`src/rtl/ddr_axi_pattern_master_if.sv`:
```
// AXI-style write/read channel bundle between the pattern master and the DDR3 slave port.
interface ddr_axi_pattern_master_if;
   logic [3:0]  M_WR_ADDR_ID;
   logic [31:0] M_WR_ADDR;
   logic [7:0]  M_WR_ADDR_LEN;
   logic [1:0]  M_WR_ADDR_BURST;
   logic        M_WR_ADDR_VALID;
   logic        M_WR_ADDR_READY;
   logic [31:0] M_WR_DATA;
   logic [3:0]  M_WR_STRB;
   logic        M_WR_DATA_LAST;
   logic        M_WR_DATA_VALID;
   logic        M_WR_DATA_READY;
   logic [3:0]  M_WR_BACK_ID;
   logic [1:0]  M_WR_BACK_RESP;
   logic        M_WR_BACK_VALID;
   logic        M_WR_BACK_READY;
   logic [3:0]  M_RD_ADDR_ID;
   logic [31:0] M_RD_ADDR;
   logic [7:0]  M_RD_ADDR_LEN;
   logic [1:0]  M_RD_ADDR_BURST;
   logic        M_RD_ADDR_VALID;
   logic        M_RD_ADDR_READY;
   logic [3:0]  M_RD_BACK_ID;
   logic [31:0] M_RD_DATA;
   logic [1:0]  M_RD_DATA_RESP;
   logic        M_RD_DATA_LAST;
   logic        M_RD_DATA_VALID;
   logic        M_RD_DATA_READY;

   modport master (
      output M_WR_ADDR_ID, M_WR_ADDR, M_WR_ADDR_LEN, M_WR_ADDR_BURST, M_WR_ADDR_VALID,
      input  M_WR_ADDR_READY,
      output M_WR_DATA, M_WR_STRB, M_WR_DATA_LAST, M_WR_DATA_VALID,
      input  M_WR_DATA_READY,
      input  M_WR_BACK_ID, M_WR_BACK_RESP, M_WR_BACK_VALID,
      output M_WR_BACK_READY,
      output M_RD_ADDR_ID, M_RD_ADDR, M_RD_ADDR_LEN, M_RD_ADDR_BURST, M_RD_ADDR_VALID,
      input  M_RD_ADDR_READY,
      input  M_RD_BACK_ID, M_RD_DATA, M_RD_DATA_RESP, M_RD_DATA_LAST, M_RD_DATA_VALID,
      output M_RD_DATA_READY
   );

   modport slave (
      input  M_WR_ADDR_ID, M_WR_ADDR, M_WR_ADDR_LEN, M_WR_ADDR_BURST, M_WR_ADDR_VALID,
      output M_WR_ADDR_READY,
      input  M_WR_DATA, M_WR_STRB, M_WR_DATA_LAST, M_WR_DATA_VALID,
      output M_WR_DATA_READY,
      output M_WR_BACK_ID, M_WR_BACK_RESP, M_WR_BACK_VALID,
      input  M_WR_BACK_READY,
      input  M_RD_ADDR_ID, M_RD_ADDR, M_RD_ADDR_LEN, M_RD_ADDR_BURST, M_RD_ADDR_VALID,
      output M_RD_ADDR_READY,
      output M_RD_BACK_ID, M_RD_DATA, M_RD_DATA_RESP, M_RD_DATA_LAST, M_RD_DATA_VALID,
      input  M_RD_DATA_READY
   );
endinterface

```
`src/rtl/ddr_axi_pattern_master.sv`:
```
// Burst pattern master: writes NUM_BURSTS INCR bursts of (addr ^ SEED), reads them back
// and counts failing beats/responses.
module ddr_axi_pattern_master #(
   parameter logic [3:0]  ID         = 4'h0,
   parameter logic [31:0] BASE_ADDR  = 32'h0000_0000,
   parameter logic [7:0]  BURST_LEN  = 8'd15,
   parameter int unsigned NUM_BURSTS = 16,
   parameter logic [31:0] SEED       = 32'hA5A5_0000
) (
   input  logic        clk,
   input  logic        rst_n,
   input  logic        start,
   output logic        busy,
   output logic        done,
   output logic        error,
   output logic [15:0] err_count,
   ddr_axi_pattern_master_if.master m
);
   localparam int unsigned CNT_W = 16;
   localparam logic [31:0] STRIDE = (32'(BURST_LEN) + 32'd1) << 2;
   localparam logic [CNT_W-1:0] LAST_BURST = CNT_W'(NUM_BURSTS - 1);

   typedef enum logic [2:0] {S_IDLE, S_WA, S_WD, S_WB, S_RA, S_RD, S_FIN} state_t;

   state_t           state_q, state_d;
   logic [CNT_W-1:0] burst_q, burst_d;
   logic [7:0]       beat_q, beat_d;
   logic [31:0]      burst_addr_q, burst_addr_d;
   logic [31:0]      addr_q, addr_d;
   logic [31:0]      wdata_q, wdata_d;
   logic             wlast_q, wlast_d;
   logic             awvalid_q, awvalid_d;
   logic             wvalid_q, wvalid_d;
   logic             bready_q, bready_d;
   logic             arvalid_q, arvalid_d;
   logic             rready_q, rready_d;
   logic             busy_q, busy_d;
   logic             done_q, done_d;
   logic             error_q, error_d;
   logic [15:0]      err_count_q, err_count_d;

   logic             err_clr;
   logic [1:0]       err_inc;
   logic             beat_last;
   logic             rd_bad;
   logic [31:0]      addr_nxt;
   logic [16:0]      err_sum;

   // next-state and next-output decode
   always_comb begin
      state_d      = state_q;
      burst_d      = burst_q;
      beat_d       = beat_q;
      burst_addr_d = burst_addr_q;
      addr_d       = addr_q;
      wdata_d      = wdata_q;
      wlast_d      = wlast_q;
      awvalid_d    = awvalid_q;
      wvalid_d     = wvalid_q;
      bready_d     = bready_q;
      arvalid_d    = arvalid_q;
      rready_d     = rready_q;
      busy_d       = busy_q;
      done_d       = 1'b0;
      err_clr      = 1'b0;
      err_inc      = 2'd0;
      beat_last    = (beat_q == BURST_LEN);
      addr_nxt     = addr_q + 32'd4;
      rd_bad       = (m.M_RD_DATA != (addr_q ^ SEED)) || (m.M_RD_DATA_RESP != 2'b00) ||
                     (m.M_RD_BACK_ID != ID);

      case (state_q)
         S_IDLE: begin
            if (start) begin
               state_d      = S_WA;
               busy_d       = 1'b1;
               err_clr      = 1'b1;
               burst_d      = '0;
               burst_addr_d = BASE_ADDR;
               awvalid_d    = 1'b1;
            end
         end
         S_WA: begin
            if (m.M_WR_ADDR_READY) begin
               state_d   = S_WD;
               awvalid_d = 1'b0;
               beat_d    = 8'd0;
               addr_d    = burst_addr_q;
               wdata_d   = burst_addr_q ^ SEED;
               wlast_d   = (BURST_LEN == 8'd0);
               wvalid_d  = 1'b1;
            end
         end
         S_WD: begin
            if (m.M_WR_DATA_READY) begin
               if (beat_last) begin
                  state_d  = S_WB;
                  wvalid_d = 1'b0;
                  wlast_d  = 1'b0;
                  bready_d = 1'b1;
               end else begin
                  beat_d  = beat_q + 8'd1;
                  addr_d  = addr_nxt;
                  wdata_d = addr_nxt ^ SEED;
                  wlast_d = ((beat_q + 8'd1) == BURST_LEN);
               end
            end
         end
         S_WB: begin
            if (m.M_WR_BACK_VALID) begin
               bready_d = 1'b0;
               err_inc  = {1'b0, (m.M_WR_BACK_RESP != 2'b00) || (m.M_WR_BACK_ID != ID)};
               if (burst_q == LAST_BURST) begin
                  state_d      = S_RA;
                  burst_d      = '0;
                  burst_addr_d = BASE_ADDR;
                  arvalid_d    = 1'b1;
               end else begin
                  state_d      = S_WA;
                  burst_d      = burst_q + 16'd1;
                  burst_addr_d = burst_addr_q + STRIDE;
                  awvalid_d    = 1'b1;
               end
            end
         end
         S_RA: begin
            if (m.M_RD_ADDR_READY) begin
               state_d   = S_RD;
               arvalid_d = 1'b0;
               rready_d  = 1'b1;
               beat_d    = 8'd0;
               addr_d    = burst_addr_q;
            end
         end
         S_RD: begin
            if (m.M_RD_DATA_VALID) begin
               // data/resp/id faults count once per beat; a misplaced LAST counts separately
               err_inc = {1'b0, rd_bad} + {1'b0, m.M_RD_DATA_LAST != beat_last};
               if (beat_last) begin
                  rready_d = 1'b0;
                  if (burst_q == LAST_BURST) begin
                     state_d = S_FIN;
                     done_d  = 1'b1;
                     busy_d  = 1'b0;
                  end else begin
                     state_d      = S_RA;
                     burst_d      = burst_q + 16'd1;
                     burst_addr_d = burst_addr_q + STRIDE;
                     arvalid_d    = 1'b1;
                  end
               end else begin
                  beat_d = beat_q + 8'd1;
                  addr_d = addr_nxt;
               end
            end
         end
         S_FIN: begin
            state_d = S_IDLE;
         end
         default: begin
            state_d = S_IDLE;
         end
      endcase

      err_sum     = (err_clr ? 17'd0 : 17'(err_count_q)) + 17'(err_inc);
      err_count_d = err_sum[16] ? 16'hFFFF : err_sum[15:0];
      error_d     = (err_clr ? 1'b0 : error_q) | (err_inc != 2'd0);
   end

   always_ff @(posedge clk or negedge rst_n) begin
      if (!rst_n) begin
         state_q      <= S_IDLE;
         burst_q      <= '0;
         beat_q       <= 8'd0;
         burst_addr_q <= 32'd0;
         addr_q       <= 32'd0;
         wdata_q      <= 32'd0;
         wlast_q      <= 1'b0;
         awvalid_q    <= 1'b0;
         wvalid_q     <= 1'b0;
         bready_q     <= 1'b0;
         arvalid_q    <= 1'b0;
         rready_q     <= 1'b0;
         busy_q       <= 1'b0;
         done_q       <= 1'b0;
         error_q      <= 1'b0;
         err_count_q  <= 16'd0;
      end else begin
         state_q      <= state_d;
         burst_q      <= burst_d;
         beat_q       <= beat_d;
         burst_addr_q <= burst_addr_d;
         addr_q       <= addr_d;
         wdata_q      <= wdata_d;
         wlast_q      <= wlast_d;
         awvalid_q    <= awvalid_d;
         wvalid_q     <= wvalid_d;
         bready_q     <= bready_d;
         arvalid_q    <= arvalid_d;
         rready_q     <= rready_d;
         busy_q       <= busy_d;
         done_q       <= done_d;
         error_q      <= error_d;
         err_count_q  <= err_count_d;
      end
   end

   assign busy      = busy_q;
   assign done      = done_q;
   assign error     = error_q;
   assign err_count = err_count_q;

   // the active burst address is held stable for whichever address channel is valid
   assign m.M_WR_ADDR_ID    = ID;
   assign m.M_WR_ADDR       = burst_addr_q;
   assign m.M_WR_ADDR_LEN   = BURST_LEN;
   assign m.M_WR_ADDR_BURST = 2'b01;
   assign m.M_WR_ADDR_VALID = awvalid_q;
   assign m.M_WR_DATA       = wdata_q;
   assign m.M_WR_STRB       = 4'hF;
   assign m.M_WR_DATA_LAST  = wlast_q;
   assign m.M_WR_DATA_VALID = wvalid_q;
   assign m.M_WR_BACK_READY = bready_q;
   assign m.M_RD_ADDR_ID    = ID;
   assign m.M_RD_ADDR       = burst_addr_q;
   assign m.M_RD_ADDR_LEN   = BURST_LEN;
   assign m.M_RD_ADDR_BURST = 2'b01;
   assign m.M_RD_ADDR_VALID = arvalid_q;
   assign m.M_RD_DATA_READY = rready_q;
endmodule
```
`src/flat_wrapper.sv`:
```
// flat-port wrapper written by rule: the top's interface ports become plain ports
module ddr_axi_pattern_master_flat 
#(
   parameter logic [3:0]  ID         = 4'h0,
   parameter logic [31:0] BASE_ADDR  = 32'h0000_0000,
   parameter logic [7:0]  BURST_LEN  = 8'd15,
   parameter int unsigned NUM_BURSTS = 16,
   parameter logic [31:0] SEED       = 32'hA5A5_0000
)
  (clk, rst_n, start, busy, done, error, err_count, m_M_WR_ADDR_ID, m_M_WR_ADDR, m_M_WR_ADDR_LEN, m_M_WR_ADDR_BURST, m_M_WR_ADDR_VALID, m_M_WR_ADDR_READY, m_M_WR_DATA, m_M_WR_STRB, m_M_WR_DATA_LAST, m_M_WR_DATA_VALID, m_M_WR_DATA_READY, m_M_WR_BACK_ID, m_M_WR_BACK_RESP, m_M_WR_BACK_VALID, m_M_WR_BACK_READY, m_M_RD_ADDR_ID, m_M_RD_ADDR, m_M_RD_ADDR_LEN, m_M_RD_ADDR_BURST, m_M_RD_ADDR_VALID, m_M_RD_ADDR_READY, m_M_RD_BACK_ID, m_M_RD_DATA, m_M_RD_DATA_RESP, m_M_RD_DATA_LAST, m_M_RD_DATA_VALID, m_M_RD_DATA_READY);
  ddr_axi_pattern_master_if m_i ();
  input  logic clk;
  input  logic rst_n;
  input  logic start;
  output logic busy;
  output logic done;
  output logic error;
  output logic [15:0] err_count;
  output wire logic [$bits(m_i.M_WR_ADDR_ID)-1:0] m_M_WR_ADDR_ID;
  output wire logic [$bits(m_i.M_WR_ADDR)-1:0] m_M_WR_ADDR;
  output wire logic [$bits(m_i.M_WR_ADDR_LEN)-1:0] m_M_WR_ADDR_LEN;
  output wire logic [$bits(m_i.M_WR_ADDR_BURST)-1:0] m_M_WR_ADDR_BURST;
  output wire logic [$bits(m_i.M_WR_ADDR_VALID)-1:0] m_M_WR_ADDR_VALID;
  input wire logic [$bits(m_i.M_WR_ADDR_READY)-1:0] m_M_WR_ADDR_READY;
  output wire logic [$bits(m_i.M_WR_DATA)-1:0] m_M_WR_DATA;
  output wire logic [$bits(m_i.M_WR_STRB)-1:0] m_M_WR_STRB;
  output wire logic [$bits(m_i.M_WR_DATA_LAST)-1:0] m_M_WR_DATA_LAST;
  output wire logic [$bits(m_i.M_WR_DATA_VALID)-1:0] m_M_WR_DATA_VALID;
  input wire logic [$bits(m_i.M_WR_DATA_READY)-1:0] m_M_WR_DATA_READY;
  input wire logic [$bits(m_i.M_WR_BACK_ID)-1:0] m_M_WR_BACK_ID;
  input wire logic [$bits(m_i.M_WR_BACK_RESP)-1:0] m_M_WR_BACK_RESP;
  input wire logic [$bits(m_i.M_WR_BACK_VALID)-1:0] m_M_WR_BACK_VALID;
  output wire logic [$bits(m_i.M_WR_BACK_READY)-1:0] m_M_WR_BACK_READY;
  output wire logic [$bits(m_i.M_RD_ADDR_ID)-1:0] m_M_RD_ADDR_ID;
  output wire logic [$bits(m_i.M_RD_ADDR)-1:0] m_M_RD_ADDR;
  output wire logic [$bits(m_i.M_RD_ADDR_LEN)-1:0] m_M_RD_ADDR_LEN;
  output wire logic [$bits(m_i.M_RD_ADDR_BURST)-1:0] m_M_RD_ADDR_BURST;
  output wire logic [$bits(m_i.M_RD_ADDR_VALID)-1:0] m_M_RD_ADDR_VALID;
  input wire logic [$bits(m_i.M_RD_ADDR_READY)-1:0] m_M_RD_ADDR_READY;
  input wire logic [$bits(m_i.M_RD_BACK_ID)-1:0] m_M_RD_BACK_ID;
  input wire logic [$bits(m_i.M_RD_DATA)-1:0] m_M_RD_DATA;
  input wire logic [$bits(m_i.M_RD_DATA_RESP)-1:0] m_M_RD_DATA_RESP;
  input wire logic [$bits(m_i.M_RD_DATA_LAST)-1:0] m_M_RD_DATA_LAST;
  input wire logic [$bits(m_i.M_RD_DATA_VALID)-1:0] m_M_RD_DATA_VALID;
  output wire logic [$bits(m_i.M_RD_DATA_READY)-1:0] m_M_RD_DATA_READY;
  assign m_M_WR_ADDR_ID = m_i.M_WR_ADDR_ID;
  assign m_M_WR_ADDR = m_i.M_WR_ADDR;
  assign m_M_WR_ADDR_LEN = m_i.M_WR_ADDR_LEN;
  assign m_M_WR_ADDR_BURST = m_i.M_WR_ADDR_BURST;
  assign m_M_WR_ADDR_VALID = m_i.M_WR_ADDR_VALID;
  assign m_i.M_WR_ADDR_READY = m_M_WR_ADDR_READY;
  assign m_M_WR_DATA = m_i.M_WR_DATA;
  assign m_M_WR_STRB = m_i.M_WR_STRB;
  assign m_M_WR_DATA_LAST = m_i.M_WR_DATA_LAST;
  assign m_M_WR_DATA_VALID = m_i.M_WR_DATA_VALID;
  assign m_i.M_WR_DATA_READY = m_M_WR_DATA_READY;
  assign m_i.M_WR_BACK_ID = m_M_WR_BACK_ID;
  assign m_i.M_WR_BACK_RESP = m_M_WR_BACK_RESP;
  assign m_i.M_WR_BACK_VALID = m_M_WR_BACK_VALID;
  assign m_M_WR_BACK_READY = m_i.M_WR_BACK_READY;
  assign m_M_RD_ADDR_ID = m_i.M_RD_ADDR_ID;
  assign m_M_RD_ADDR = m_i.M_RD_ADDR;
  assign m_M_RD_ADDR_LEN = m_i.M_RD_ADDR_LEN;
  assign m_M_RD_ADDR_BURST = m_i.M_RD_ADDR_BURST;
  assign m_M_RD_ADDR_VALID = m_i.M_RD_ADDR_VALID;
  assign m_i.M_RD_ADDR_READY = m_M_RD_ADDR_READY;
  assign m_i.M_RD_BACK_ID = m_M_RD_BACK_ID;
  assign m_i.M_RD_DATA = m_M_RD_DATA;
  assign m_i.M_RD_DATA_RESP = m_M_RD_DATA_RESP;
  assign m_i.M_RD_DATA_LAST = m_M_RD_DATA_LAST;
  assign m_i.M_RD_DATA_VALID = m_M_RD_DATA_VALID;
  assign m_M_RD_DATA_READY = m_i.M_RD_DATA_READY;
  ddr_axi_pattern_master #(.ID(ID), .BASE_ADDR(BASE_ADDR), .BURST_LEN(BURST_LEN), .NUM_BURSTS(NUM_BURSTS), .SEED(SEED)) u_core (.clk(clk), .rst_n(rst_n), .start(start), .busy(busy), .done(done), .error(error), .err_count(err_count), .m(m_i));
endmodule
```
`config.mk`:
```
export PLATFORM = sky130hd
export DESIGN_NAME = ddr_axi_pattern_master_flat
export DESIGN_NICKNAME = d
export VERILOG_FILES = /design/src/rtl/ddr_axi_pattern_master_if.sv /design/src/rtl/ddr_axi_pattern_master.sv /design/src/flat_wrapper.sv
export SDC_FILE = /design/constraint.sdc
export NUM_CORES = 1
export LEC_CHECK = 0
export ABC_AREA = 1
export BUFFER_PORTS_ARGS = -buffer_cell sky130_fd_sc_hd__buf_2
export CAP_MARGIN = 20
export CELL_PAD_IN_SITES_DETAIL_PLACEMENT = 0
export CELL_PAD_IN_SITES_GLOBAL_PLACEMENT = 1
export CORE_MARGIN = 1.5
export CORE_UTILIZATION = 36
export DETAILED_ROUTE_END_ITERATION = 8
export GPL_TIMING_DRIVEN = 0
export PLACE_DENSITY = 0.78
export SETUP_SLACK_MARGIN = 0.1
export SLEW_MARGIN = 25
export SYNTH_ARGS = -nofsm -noshare
export SYNTH_HDL_FRONTEND = slang
export SYNTH_SLANG_ARGS = --single-unit
```
`constraint.sdc`:
```
create_clock -name clk -period 2.92 [get_ports clk]
set_input_delay 0.584 -clock clk [delete_from_list [all_inputs] [get_ports clk]]
set_output_delay 0.584 -clock clk [all_outputs]
set_load 0.02 [all_outputs]
```
==> flow_summary.toml <==
[outcome]
run_status = "finished, violations left"
failed_checks = "negative setup slack"

[global_route]
globalRouteTotalUtil_pct = 24.5
via_count_of_the_first_global_routing_pass = 9578
grt_antenna_before_repair = 0
maximum_number_of_pins_on_one_net_before_global_route_repair = 71
grt_first_pass_wirelength_um = 53800
grt-ovfl-total = 0

[floorplan]
chipHeight_um = 168
initial_utilization_pct = 36.6
fp.dieW_um = 168
floorplan.die_area_um2 = 28300
placeableCoreArea_um2 = 26900
io_pins = 206
placement_rows = 60

[worst_setup_path]
required_ns = 3.29
criticalPathCategory = "reg -> reg"
regToRegStartpoint = "u_core.addr_q[25]"
critical_path.endpoint_type = "flip-flop"
crit-reg2reg-capture = "u_core.err_count[6]"
worst_ep_arrival_time_ns = 3.53
reg2reg_slack_ns = -0.24
critical_path_cell_list = "xor2_1 -> nor4_1 -> nand2_1 -> nor2_2 -> nand2_2 -> ha_4 -> nand2_4 -> nand2_4 -> ha_4 -> inv_2 -> fa_2 -> inv_2 -> nand4_1 -> inv_2 -> nand2_4 -> inv_4 -> nand3_4 -> buf_8 -> nand2_2"
critical-path-max-stage-delay_ns = 0.48
critPathSlowestCell = "sky130_fd_sc_hd__dfrtp_1"
timing.reg2reg.worst_path_depth = 19
critical_path.startpoint_type = "flip-flop"
timing.critical_path.fanout_max = 6

[synthesis]
avgSynthCellArea_um2 = 6.82
synth.lib_cells_used.distinct = 36
yosysSeqAreaShare_pct = 35.1
synth-seq-cells = 138
post_synth_inst_count = 1444
netlist_area_um2 = 9840
ys_warn_count = 0

[route]
drt-met1-wl_um = 15700
drtIter0Drc = 806
highest_layer = "met4"
ant_nets = 0
num_vias = 10300
wl_met2_um = 16200
wl_um = 34600
drt-wirelength-per-cell_um = 16.9
firstDrtPassIters = 5
post_drt_via_cell_ratio = 5.04
met3RoutedLength_um = 1990
drc_violations = 0

[clocking]
cts.sinks = 138
cts.reportedPaths.clkPinSlew_ns = 0.07
cts_hold_repair.buffers = 0
cts-buffers-inserted = 17
worstSkewPairLatency_ns = 0.44
cts_tree = "done"
ctsLongestPathBuffers = 2
depth_of_the_cts_h_tree = 4
ctsRootBufferMaster = "sky130_fd_sc_hd__clkbuf_16"

[timing]
period_minus_slack_ns = 3.16
finalCritPeriodShare_pct = 108
timing.final.setup_violations = 16
pins_over_slew_limit = 0
layout_setup_ws_ns = -0.238
timing.slew.headroom_pct = 54.7
rsz0062_at_grt = "yes"
achievable-frequency_mhz = 317
timing_worst_slew_pin_value_ns = 0.680
report.final.hold_viol_count = 0
worst_clock_skew_ns = 0.0119

[layout]
area_of_the_multi_input_gates_um2 = 5460
final_net_count = 1754
antenna_diode_count = 0
fillerInstances = 2807
final_area_um2 = 12400
final_common_cell = "sky130_fd_sc_hd__nand2_1"
layout-drive-gt1-share_pct = 24.2
mostFrequentLayoutCells = "sky130_fd_sc_hd__nand2_1 (443), sky130_fd_sc_hd__buf_2 (179), sky130_fd_sc_hd__dfrtp_1 (127)"
area_growth_syn_to_layout_pct = 25.9
ff_latch_area_um2 = 3470

[power_and_ir_drop]
peakVddDrop_mv = 0.396
leakage_nw = 6.23
cellPowerDensity_nw_per_um2 = 753

[placed_design]
gp_congestion = 0.891
place_hpwl_um = 25700
port_buffers = 159
dp_slack_ns = -0.696
placed_inst_area_um2 = 11300

[min_path]
worst_hold_path_type = "in -> async"

[job]
max_cap_violations = 0
-- synth_stat cells (all sizes together) --
cell	count	area share, %
a21oi	53	2.7
a22o	3	0.27
a22oi	1	0.076
a31oi	1	0.064
buf	103	7.6
clkbuf	21	0.80
clkinv	2	0.076
conb	2	0.076
dfrtp	138	35
fa	1	0.20
ha	8	1.0
inv	123	4.7
nand2	459	18
nand3	141	7.6
nand3b	11	0.84
nand4	42	2.7
nor2	136	5.7
nor3	17	0.86
nor4	8	0.51
o211ai	14	1.1
o21ai	90	4.6
o21bai	6	0.46
o22ai	11	0.70
or2	2	0.13
xnor2	7	0.62
xor2	44	3.9
-- where the power goes --
group	total, W	internal, W	switching (W)
sequential	0.00274	0.00232	0.000417
clock	0.00249	0.00155	0.000937
combinational	0.00411	0.00128	0.00283
-- routing by layer --
| layer | vias to the layer above | track usage [%] |
|---|---|---|
| li1 | 5090 | - |
| met1 | 4843 | 34.1 |
| met2 | 352 | 40.1 |
| met3 | 36 | 3.71 |
| met4 | 0 | 5.78 |
| met5 | - | 0 |
-- worst max-delay path, delay by kind of cell, from the launching register on --
kind / cells / cell delay (ns)
DFF: 1 / 0.48
xor gates and xnor gates: 1 / 0.19
buffers and inverters: 5 / 0.50
adders and majority gates: 3 / 0.78
and+or+nand+nor: 10 / 1.14
-- metrics by stage --
step                TNS, ns  instances  hold WS, ns  utilization (%)  total power (W)
floorplan            -0.465       1488        0.288                -          0.00528
global placement    -134.30       1988        0.454             41.9          0.00667
detailed placement   -10.04       1989        0.459             42.1          0.00671
CTS                   -3.98       2043        0.142             45.6          0.00929
global route          -6.15       2046        0.131             46.1          0.00986
finish                -3.46       2046       0.0742             46.1          0.00933
-- layout make-up --
class	count	area share, %
plain buffers	121	6.67
clock buffers	19	3.57
clock inverters	13	1.75
inverters	125	3.81
multi-input cells	1101	44.1
flip-flops and latches	138	28.0
well taps	341	3.44
repair buffers	188	8.70
-- sequential cells by signal, indices dropped and copies added (netlist names), 3 cells and up --
name,count
u_core.addr_q,30
u_core.beat_q,8
u_core.burst_q,16
u_core.err_count,16
u_core.m.M_RD_ADDR,26
u_core.m.M_WR_DATA,30
u_core.state_q,3
-- logic make-up (layout without fill, tap and decap cells) --
family | after synthesis | count (layout) | synth area share [%]
xor+xnor | 51 | 51 | 4.54
simple gates | 816 | 816 | 36.0
fa+ha+maj | 9 | 9 | 1.22
flops | 138 | 138 | 35.1
other cells | 2 | 46 | 0.0763
compound gates | 179 | 179 | 9.90
buf+inv | 249 | 466 | 13.2
-- repair_timing --
action,4_1_cts,5_1_grt
cloned,1,0
endpoints found under the setup margin,16,17
resized for setup,32,32
pin swaps,17,6
setup buffers,24,7
-- how the worst max path moves through the flow --
stage                       from                  end  slack, ns
3_5_place_dp      m_M_RD_DATA[0]  u_core.err_count[8]      -0.70
5_1_grt        u_core.addr_q[14]  u_core.err_count[6]      -0.41
2_1_floorplan     m_M_RD_DATA[0]  u_core.err_count[8]      -0.05
4_1_cts        u_core.addr_q[22]  u_core.err_count[6]      -0.25
3_3_place_gp               rst_n  u_core.err_count[9]      -0.92
6_report       u_core.addr_q[25]  u_core.err_count[6]      -0.24
Power figures use the tool's default switching activity.
